[src/rtl/gci_std_display_vram_write_buffer.sv]
// ---------------------------------------------------------------------------
// gci_std_display_vram_write_buffer
//
// Buffers pixel write commands in a small FIFO. A four-state arbiter drains
// the FIFO into VRAM in bursts of at most P_BURST_MAX accesses per grant.
//
// Ports:
//   iCLOCK       system clock
//   inRESET      asynchronous reset, active-low
//   iRESET_SYNC  synchronous clear, active-high; drops everything in flight
//   iWR_REQ      write command strobe
//   iWR_ADDR     write word address
//   iWR_DATA     write pixel data
//   oWR_FULL     back-pressure; asserted one entry early
//   oEMPTY       FIFO holds no entries
//   oIF_REQ      VRAM arbitration request
//   iIF_ACK      arbitration grant pulse
//   oIF_FINISH   arbitration release pulse
//   oIF_ENA      VRAM access strobe; each strobe pops one entry
//   iIF_BUSY     VRAM stall
//   oIF_RW       access direction, 1 = write
//   oIF_ADDR     access address
//   oIF_DATA     access data, pixel zero-extended to 32 bits
// ---------------------------------------------------------------------------
module gci_std_display_vram_write_buffer #(
  parameter int P_MEM_ADDR_N = 19,
  parameter int P_DEPTH_N    = 4,
  parameter int P_BURST_MAX  = 8
) (
  input  logic                    iCLOCK,
  input  logic                    inRESET,
  input  logic                    iRESET_SYNC,
  input  logic                    iWR_REQ,
  input  logic [P_MEM_ADDR_N-1:0] iWR_ADDR,
  input  logic [15:0]             iWR_DATA,
  output logic                    oWR_FULL,
  output logic                    oEMPTY,
  output logic                    oIF_REQ,
  input  logic                    iIF_ACK,
  output logic                    oIF_FINISH,
  output logic                    oIF_ENA,
  input  logic                    iIF_BUSY,
  output logic                    oIF_RW,
  output logic [P_MEM_ADDR_N-1:0] oIF_ADDR,
  output logic [31:0]             oIF_DATA
);

  localparam int DEPTH   = 1 << P_DEPTH_N;
  localparam int CNT_W   = P_DEPTH_N + 1;
  localparam int BURST_W = $clog2(P_BURST_MAX + 1);

  localparam logic [CNT_W-1:0]     CNT_DEPTH   = CNT_W'(DEPTH);
  localparam logic [CNT_W-1:0]     CNT_ONE     = CNT_W'(1);
  localparam logic [P_DEPTH_N-1:0] PTR_ONE     = P_DEPTH_N'(1);
  localparam logic [BURST_W-1:0]   BURST_LIMIT = BURST_W'(P_BURST_MAX);
  localparam logic [BURST_W-1:0]   BURST_ONE   = BURST_W'(1);

  typedef enum logic [1:0] {
    ST_IDLE,
    ST_REQ,
    ST_WRITE,
    ST_FINISH
  } state_t;

  logic [P_MEM_ADDR_N-1:0] fifo_addr_q [DEPTH];
  logic [15:0]             fifo_data_q [DEPTH];

  logic [P_DEPTH_N-1:0] wr_ptr_q, wr_ptr_d;
  logic [P_DEPTH_N-1:0] rd_ptr_q, rd_ptr_d;
  logic [CNT_W-1:0]     count_q, count_d;
  logic [BURST_W-1:0]   burst_cnt_q, burst_cnt_d;
  state_t               state_q, state_d;
  logic                 if_req_q, if_req_d;
  logic                 if_finish_q, if_finish_d;

  logic push;
  logic pop;

  // A push is refused only when every slot is occupied; a push coinciding
  // with the synchronous clear is dropped along with everything else.
  assign push = iWR_REQ && !iRESET_SYNC && (count_q != CNT_DEPTH);
  assign pop  = (state_q == ST_WRITE) && (count_q != '0) && !iIF_BUSY &&
                (burst_cnt_q < BURST_LIMIT);

  always_comb begin
    wr_ptr_d    = wr_ptr_q;
    rd_ptr_d    = rd_ptr_q;
    count_d     = count_q;
    burst_cnt_d = burst_cnt_q;
    state_d     = state_q;
    if_req_d    = 1'b0;
    if_finish_d = 1'b0;

    if (push) wr_ptr_d = wr_ptr_q + PTR_ONE;
    if (pop)  rd_ptr_d = rd_ptr_q + PTR_ONE;
    case ({push, pop})
      2'b10:   count_d = count_q + CNT_ONE;
      2'b01:   count_d = count_q - CNT_ONE;
      default: count_d = count_q;
    endcase

    // oIF_REQ / oIF_FINISH are registered alongside the state so each is
    // high exactly while the FSM sits in REQ / FINISH.
    case (state_q)
      ST_IDLE: begin
        if (count_q != '0) begin
          state_d  = ST_REQ;
          if_req_d = 1'b1;
        end
      end
      ST_REQ: begin
        if (iIF_ACK) begin
          state_d     = ST_WRITE;
          burst_cnt_d = '0;
        end else begin
          if_req_d = 1'b1;
        end
      end
      ST_WRITE: begin
        if (pop) burst_cnt_d = burst_cnt_q + BURST_ONE;
        // Decide on the post-update view so the grant is released right
        // after the last access; a simultaneous push keeps the burst going.
        if ((count_d == '0) || (burst_cnt_d >= BURST_LIMIT)) begin
          state_d     = ST_FINISH;
          if_finish_d = 1'b1;
        end
      end
      ST_FINISH: begin
        state_d = ST_IDLE;
      end
      default: begin
        state_d = ST_IDLE;
      end
    endcase

    // Synchronous clear abandons any burst silently: no FINISH pulse.
    if (iRESET_SYNC) begin
      wr_ptr_d    = '0;
      rd_ptr_d    = '0;
      count_d     = '0;
      burst_cnt_d = '0;
      state_d     = ST_IDLE;
      if_req_d    = 1'b0;
      if_finish_d = 1'b0;
    end
  end

  always_ff @(posedge iCLOCK or negedge inRESET) begin
    if (!inRESET) begin
      wr_ptr_q    <= '0;
      rd_ptr_q    <= '0;
      count_q     <= '0;
      burst_cnt_q <= '0;
      state_q     <= ST_IDLE;
      if_req_q    <= 1'b0;
      if_finish_q <= 1'b0;
    end else begin
      wr_ptr_q    <= wr_ptr_d;
      rd_ptr_q    <= rd_ptr_d;
      count_q     <= count_d;
      burst_cnt_q <= burst_cnt_d;
      state_q     <= state_d;
      if_req_q    <= if_req_d;
      if_finish_q <= if_finish_d;
    end
  end

  // Storage carries no reset; validity is tracked by the pointers and count.
  always_ff @(posedge iCLOCK) begin
    if (push) begin
      fifo_addr_q[wr_ptr_q] <= iWR_ADDR;
      fifo_data_q[wr_ptr_q] <= iWR_DATA;
    end
  end

  assign oWR_FULL   = (count_q >= (CNT_DEPTH - CNT_ONE));
  assign oEMPTY     = (count_q == '0);
  assign oIF_REQ    = if_req_q;
  assign oIF_FINISH = if_finish_q;
  assign oIF_ENA    = pop;
  // Access bus is zero whenever no access is being strobed.
  assign oIF_RW     = pop;
  assign oIF_ADDR   = pop ? fifo_addr_q[rd_ptr_q] : '0;
  assign oIF_DATA   = pop ? {16'h0000, fifo_data_q[rd_ptr_q]} : '0;

endmodule
[config.mk]
export PLATFORM = sky130hd
export DESIGN_NAME = gci_std_display_vram_write_buffer
export DESIGN_NICKNAME = d
export VERILOG_FILES = /design/src/rtl/gci_std_display_vram_write_buffer.sv
export SDC_FILE = /design/constraint.sdc
export NUM_CORES = 1
export LEC_CHECK = 0
export ABC_AREA = 0
export CORE_MARGIN = 4
export CORE_UTILIZATION = 50
export DETAILED_ROUTE_END_ITERATION = 12
export PLACE_DENSITY_LB_ADDON = 0.05
export SYNTH_ARGS = -nofsm -noshare
export SYNTH_HDL_FRONTEND = slang
export SYNTH_SLANG_ARGS = --single-unit
[constraint.sdc]
create_clock -name iCLOCK -period 5.83 [get_ports iCLOCK]
set_input_delay 0.583 -clock iCLOCK [delete_from_list [all_inputs] [get_ports iCLOCK]]
set_output_delay 0.583 -clock iCLOCK [all_outputs]
set_load 0.03 [all_outputs]
==> impl_metrics.json, run 1 <==
{
  "status": "finished, final reports clean",
  "hpwl_um": 25900,
  "numCtsBuffers": 58,
  "peakVddDrop_v": 0.000281,
  "powerDensity_mw_per_mm2": 324,
  "seq_area_mm2": 0.0174,
  "fmaxAchievable_mhz": 228,
  "via_per_inst": 5.88,
  "clk_path_buf_depth": 3,
  "combPwrFrac_pct": 4.3,
  "start_util_pct": 51.1,
  "drt-initial-drc-count": 991,
  "final_nets": 1171,
  "track_usage_pct": 20.2,
  "swShare_pct": 20.6,
  "seq_power_share_pct": 54.6,
  "wl_per_cell_um": 27.8,
  "routed_wl_um": 48900,
  "gr-total-overflow": 0,
  "placed_cells": 1650,
  "p_leak_nw": 8.09,
  "total_power_mw": 8.49,
  "cap_violations": 0,
  "cp_slowest_stage_delay_ns": 0.85,
  "grt_max_degree": 50,
  "worstSetupStartpointType": "register",
  "placed_cell_area_mm2": 0.0244,
  "syn_inst": 997,
  "cts.sinks": 581,
  "setup_viol": 0,
  "clock_skew_ns": 0.0139,
  "rr_startpoint": "count_q[1]",
  "fin_crit_ns": 4.39,
  "whs_ns": 0.539,
  "yosysUniqueCellTypes": 41,
  "core_mm2": 0.0446,
  "multi_input_area_mm2": 0.00515,
  "cts_setup_buffers": 0,
  "hold_class": "primary input to asynchronous set/reset pin",
  "ys_warn_count": 0,
  "finalSetupTns_ns": 0,
  "yosysSeqAreaShare_pct": 76.2,
  "worstMarginPinSlew_ns": 1.06,
  "cts_hold_buf": 0,
  "ys_ff_latch": 581,
  "antenna_found_initial": 1,
  "final_max_slew_viol_count": 0,
  "first_global_vias": 10900,
  "areaGrowthSynthToFinish_pct": 15.0,
  "clk_latency_ns": 0.60,
  "p_int_mw": 6.74,
  "post-route-period-util_pct": 75.4,
  "vias": 10300,
  "final_cells": 1756,
  "rows": 77,
  "worstPathCellList": "buf_4 > mux4_2 > mux4_2 > and2_1 > clkdlybuf4s50_1",
  "worstPathRequired_ns": 5.25,
  "path_class": "register to output pin",
  "die_w_um": 221,
  "switching_power_mw": 1.75,
  "grt_pass1_wl_um": 73700,
  "drive_gt1_share_pct": 27.0,
  "drc": 0,
  "ctsRootBufferMaster": "clkbuf_16",
  "final_hold_viol_count": 0,
  "die_height_um": 221,
  "io_pins": 98,
  "relSlewSlack_pct": 29.1,
  "critPathMostFrequentCell": "mux4_2",
  "cts_resized": 0,
  "p_clk_share_pct": 41.1,
  "portBuffers": 81,
  "synth_area_mm2": 0.0228,
  "htreeDepth": 2,
  "stdcell_area_mm2": 0.0262,
  "gp_routability_congestion": 0.751,
  "worst_path_max_delay_cell": "dfrtp_4",
  "ant_nets": 0,
  "cts_tree": "built",
  "arrival_ns": 3.81,
  "crit_start": "rd_ptr_q[0]",
  "path_clk_slew_ns": 0.06,
  "die_area_mm2": 0.0490,
  "cp_max_fo": 31,
  "critPathCaptureType": "output pin",
  "rsz0062_at_grt": "false",
  "avgSynthCellArea_um2": 22.8,
  "final.fill_count": 3185,
  "dr.pass1.iters": 5
}
==> metrics by stage <==
| step | setup slack [ns] | utilization (%) |
|---|---|---|
| after floorplan | 1.69 | - |
| after global placement | 1.81 | 54.7 |
| after detailed placement | 1.71 | 54.7 |
| after CTS | 1.30 | 58.7 |
| after global routing | 1.23 | 58.7 |
| final | 1.44 | 58.7 |
==> power groups by stage <==
stage / clock network, mW / logic [mW] / registers, mW
after floorplan: 0 / 0.231 / 4.72
after global placement: 0 / 0.367 / 4.73
after detailed placement: 0 / 0.369 / 4.73
after CTS: 3.57 / 0.370 / 4.64
after global routing: 3.77 / 0.395 / 4.64
final: 3.49 / 0.364 / 4.64
==> registers in the layout (all words and copies together), names as in the netlist <==
name	count
fifo_addr_q	304
rd_ptr_q	4
state_q	2
count_q	5
burst_cnt_q	4
oIF_FINISH	1
fifo_data_q	256
oIF_REQ	1
wr_ptr_q	4
==> routing by layer <==
layer | track usage, % | part of all wire (%)
met1 | 29.7 | 44
met4 | 4.60 | 1.5
met3 | 2.94 | 4.5
met2 | 33.0 | 50
met5 | 0 | 0
==> synth_stat cells <==
| library cell | instances | area [um^2] |
|---|---|---|
| o2111a_1 | 1 | 11.3 |
| a21oi_1 | 11 | 55.1 |
| a211oi_1 | 1 | 7.51 |
| nand3_1 | 2 | 10.0 |
| o21ai_0 | 3 | 15.0 |
| inv_1 | 8 | 30.0 |
| o31ai_1 | 1 | 7.51 |
| dfrtp_1 | 21 | 526 |
| nor4_1 | 1 | 6.26 |
| nor3b_1 | 1 | 7.51 |
| o311a_1 | 2 | 20.0 |
| a21boi_1 | 1 | 7.51 |
| nor2b_1 | 1 | 6.26 |
| nor2_1 | 27 | 101 |
| inv_2 | 1 | 3.75 |
| buf_6 | 9 | 101 |
| o31ai_4 | 1 | 21.3 |
| buf_4 | 18 | 135 |
| nor4_2 | 1 | 12.5 |
| mux4_2 | 175 | 3940 |
| buf_2 | 15 | 75.1 |
| edfxtp_1 | 560 | 16800 |
| xnor2_1 | 6 | 52.6 |
| nand2b_1 | 5 | 31.3 |
| a21o_1 | 2 | 15.0 |
| clkbuf_1 | 25 | 93.8 |
| mux2i_1 | 3 | 30.0 |
| nor3_1 | 10 | 50.1 |
| nand4_1 | 2 | 12.5 |
| and2b_1 | 1 | 7.51 |
| xor2_1 | 7 | 61.3 |
| a41o_1 | 1 | 10.0 |
| ha_1 | 12 | 150 |
| conb_1 | 1 | 3.75 |
| a22oi_1 | 1 | 7.51 |
| nor4b_1 | 1 | 8.76 |
| o21ai_1 | 1 | 5.00 |
| and2_1 | 37 | 231 |
| nand2_1 | 16 | 60.1 |
| buf_1 | 3 | 11.3 |
| or3_1 | 2 | 12.5 |
==> path summary, 6_finish.rpt <==
path,slack [ns],to,cells after the start
worst min-delay path,0.54,rd_ptr_q[0],1
max in group asynchronous,4.56,rd_ptr_q[1],1
worst max-delay path,1.44,oIF_DATA[2],5
min in group iCLOCK,0.55,burst_cnt_q[2],2
worst max register to register,2.18,state_q[1],12
worst min register to register,0.55,burst_cnt_q[2],2
==> cells by family (layout without fill, tap and decap cells) <==
| kind of cell | Yosys count | count (layout) | share of synthesized area (%) |
|---|---|---|---|
| adders and majority gates | 12 | 12 | 0.659 |
| AOI/OAI and AO/OA | 26 | 26 | 0.802 |
| DFF | 581 | 581 | 76.2 |
| xor gates and xnor gates | 13 | 13 | 0.500 |
| and+or+nand+nor | 107 | 107 | 2.45 |
| muxes | 178 | 178 | 17.4 |
| other | 1 | 17 | 0.0165 |
| buffers and inverters | 79 | 230 | 1.98 |
==> area by class of cell <==
cell class / instances / share of cell area, %
diodes: 1 / 0.00956
clock buffers: 69 / 5.78
clock inverters: 36 / 0.994
inverters: 9 / 0.129
multi-input cells: 352 / 19.7
flip-flops and latches: 581 / 66.3
well taps: 592 / 2.83
repair buffers: 116 / 4.34
==> worst max-delay path, delay by kind of cell (launching register included) <==
family	cells	cell delay [ns]
buffers and inverters	2	1.03
flip-flops	1	0.85
multiplexers	2	1.05
AND/OR/NAND/NOR	1	0.21
==> cells in the final DEF (no fill, tap or decap), types with 2 or more instances in the layout <==
master	count
dfrtp_1	17
nand2_1	16
and2_1	37
nand4_1	2
nor3_1	6
dfrtp_4	3
o311a_1	2
clkbuf_16	59
o21ai_0	3
mux2i_1	3
buf_4	30
clkinv_1	14
a21o_1	2
nand2b_1	5
clkinvlp_4	6
nor2_1	15
xor2_1	7
or3_1	2
nor3_2	4
nand3_1	2
clkbuf_1	10
nor2_4	12
mux4_2	175
inv_1	8
buf_12	5
clkinv_2	11
bufinv_16	3
xnor2_1	6
ha_1	12
edfxtp_1	560
a21oi_1	11
conb_1	16
clkdlybuf4s50_1	81
(Power assumes the default switching activity.)
==> inputs of run 2 (changes only) <==
Clock period 5.83 ns to 4.4 ns, I/O delays scaled along.
==> run 2 against run 1 <==
Effect of this change: total power grew 34%; utilization grew 0.28 points; hold slack lost 0.14 ns; design area grew 0.48%; sequential share of layout area shrank 0.32 points; clock skew grew 0.0070 ns; highest routed layer is now met5; flip-flop and latch count is the same.
==> impl_metrics.json, run 2 (synthesis results as in run 1) <==
{
  "status": "finished, final reports clean",
  "switching_power_mw": 2.28,
  "final_max_slew_viol_count": 0,
  "drive_gt1_share_pct": 26.9,
  "cts.sinks": 581,
  "r2r_slack_ns": 0.75,
  "combPwrFrac_pct": 4.3,
  "total_power_mw": 11.4,
  "ctsRootBufferMaster": "clkbuf_16",
  "mostFrequentLayoutCells": "edfxtp_1, mux4_2, clkdlybuf4s50_1",
  "multi_input_area_mm2": 0.00515,
  "final_nets": 1176,
  "powerDensity_mw_per_mm2": 432,
  "numCtsBuffers": 58,
  "cp-endpoint": "oIF_DATA[1]",
  "largest_reg_flops": 304,
  "peakVddDrop_v": 0.000287,
  "path_class": "register to output pin",
  "fin_crit_ns": 3.93,
  "cp_max_fo": 42,
  "die_height_um": 221,
  "wl_per_cell_um": 26.8,
  "dr.pass1.iters": 4,
  "grt_max_degree": 76,
  "reg_top3": "fifo_addr_q: 304 flops, fifo_data_q: 256 flops, count_q: 5 flops",
  "cts_setup_buffers": 0,
  "gr-total-overflow": 0,
  "arrival_ns": 3.49,
  "critPathCaptureType": "output pin",
  "clk_latency_ns": 0.60,
  "core_mm2": 0.0446,
  "p_clk_share_pct": 41.7,
  "cp_slowest_stage_delay_ns": 0.70,
  "hpwl_um": 24500,
  "routed_wl_um": 47200,
  "hold_class": "primary input to asynchronous set/reset pin",
  "first_global_vias": 10800,
  "top_register": "fifo_addr_q",
  "seq_area_mm2": 0.0174,
  "path_clk_slew_ns": 0.06,
  "rr_startpoint": "state_q[0]",
  "rsz0062_at_grt": "false",
  "timing.rr.end": "state_q[1]",
  "seq_power_share_pct": 54.0,
  "portBuffers": 81,
  "drc": 0,
  "areaGrowthSynthToFinish_pct": 15.6,
  "relSlewSlack_pct": 34.8,
  "post-route-period-util_pct": 89.4,
  "worstPathRequired_ns": 3.96,
  "final.fill_count": 3188,
  "final_hold_viol_count": 0,
  "worstMarginPinSlew_ns": 0.978,
  "swShare_pct": 20.0,
  "drt-initial-drc-count": 856,
  "reg2reg_depth": 13,
  "clock_skew_ns": 0.0209,
  "fmaxAchievable_mhz": 254,
  "cap_violations": 0,
  "gp_routability_congestion": 0.710,
  "clk_path_buf_depth": 3,
  "track_usage_pct": 19.4,
  "p_int_mw": 9.09,
  "die_w_um": 221,
  "finalSetupTns_ns": 0,
  "die_area_mm2": 0.0490,
  "antenna_found_initial": 2,
  "cts_tree": "built",
  "worstPathCellList": "inv_1 > ha_1 > nand2b_1 > or3_1 > inv_2 > buf_4 > and2_1 > clkdlybuf4s50_1",
  "io_pins": 98,
  "p_leak_nw": 8.17,
  "crit_start": "state_q[0]",
  "via_per_inst": 5.83,
  "worstSetupStartpointType": "register",
  "cts_hold_buf": 0,
  "vias": 10300,
  "start_util_pct": 51.1,
  "worst_path_max_delay_cell": "clkdlybuf4s50_1",
  "ant_nets": 0,
  "setup_viol": 0,
  "grt_pass1_wl_um": 71100,
  "rows": 77,
  "htreeDepth": 2,
  "cts_resized": 0,
  "final_common_cell": "edfxtp_1"
}
[run 2: cell types whose count changed in the layout (fill, tap and decap cells not counted), sizes merged]
cell      change
clkbuf        +6
clkinvlp      -6
buf           +5
bufinv        +2
[run 2: worst min-delay path by stage]
stage,slack [ns],from,to
after floorplan,0.14,inRESET,burst_cnt_q[0]
after global placement,0.52,burst_cnt_q[2],burst_cnt_q[2]
after detailed placement,0.54,burst_cnt_q[2],burst_cnt_q[2]
after CTS,0.40,inRESET,wr_ptr_q[3]
after global routing,0.47,inRESET,burst_cnt_q[1]
final,0.39,inRESET,burst_cnt_q[1]
[run 2: routing by layer]
metal	vias up	track usage, %	part of all wire [%]
met1	5578	29.1	45
met2	244	30.7	49
met4	2	4.62	1.8
li1	4392	-	-
met3	64	3.21	4.8
met5	-	0	0.025
[run 2: layout make-up]
type,instances,area share (%)
clock inverters,32,1.02
multi-input cells,352,19.6
well taps,592,2.81
clock buffers,75,5.92
diodes,1,0.00951
inverters,9,0.128
flip-flops and latches,581,66.0
repair buffers,121,4.60
[run 2: worst max-delay path, delay by kind of cell, from the launching register on]
kind,cells,cell delay (ns)
flip-flops,1,0.38
buffers and inverters,4,1.37
adder cells (fa/ha/maj),1,0.28
AND/OR/NAND/NOR,3,0.86
[run 2: power by group through the flow]
stage	registers (mW)	logic, mW	clock network (mW)
after floorplan	6.25	0.306	0
final	6.14	0.487	4.74
after CTS	6.14	0.496	4.86
after detailed placement	6.26	0.495	0
after global placement	6.26	0.486	0
after global routing	6.14	0.534	5.11
[run 2: per-stage QoR]
stage	setup WS [ns]	instance area [um^2]	utilization (%)	hold slack, ns	instances
after floorplan	0.291	22800	-	0.144	1012
after global placement	0.727	24500	54.9	0.524	1655
after detailed placement	0.633	24500	54.9	0.538	1655
after CTS	0.367	26300	59.0	0.399	1762
after global routing	0.233	26300	59.0	0.475	1762
final	0.465	26300	59.0	0.395	1763
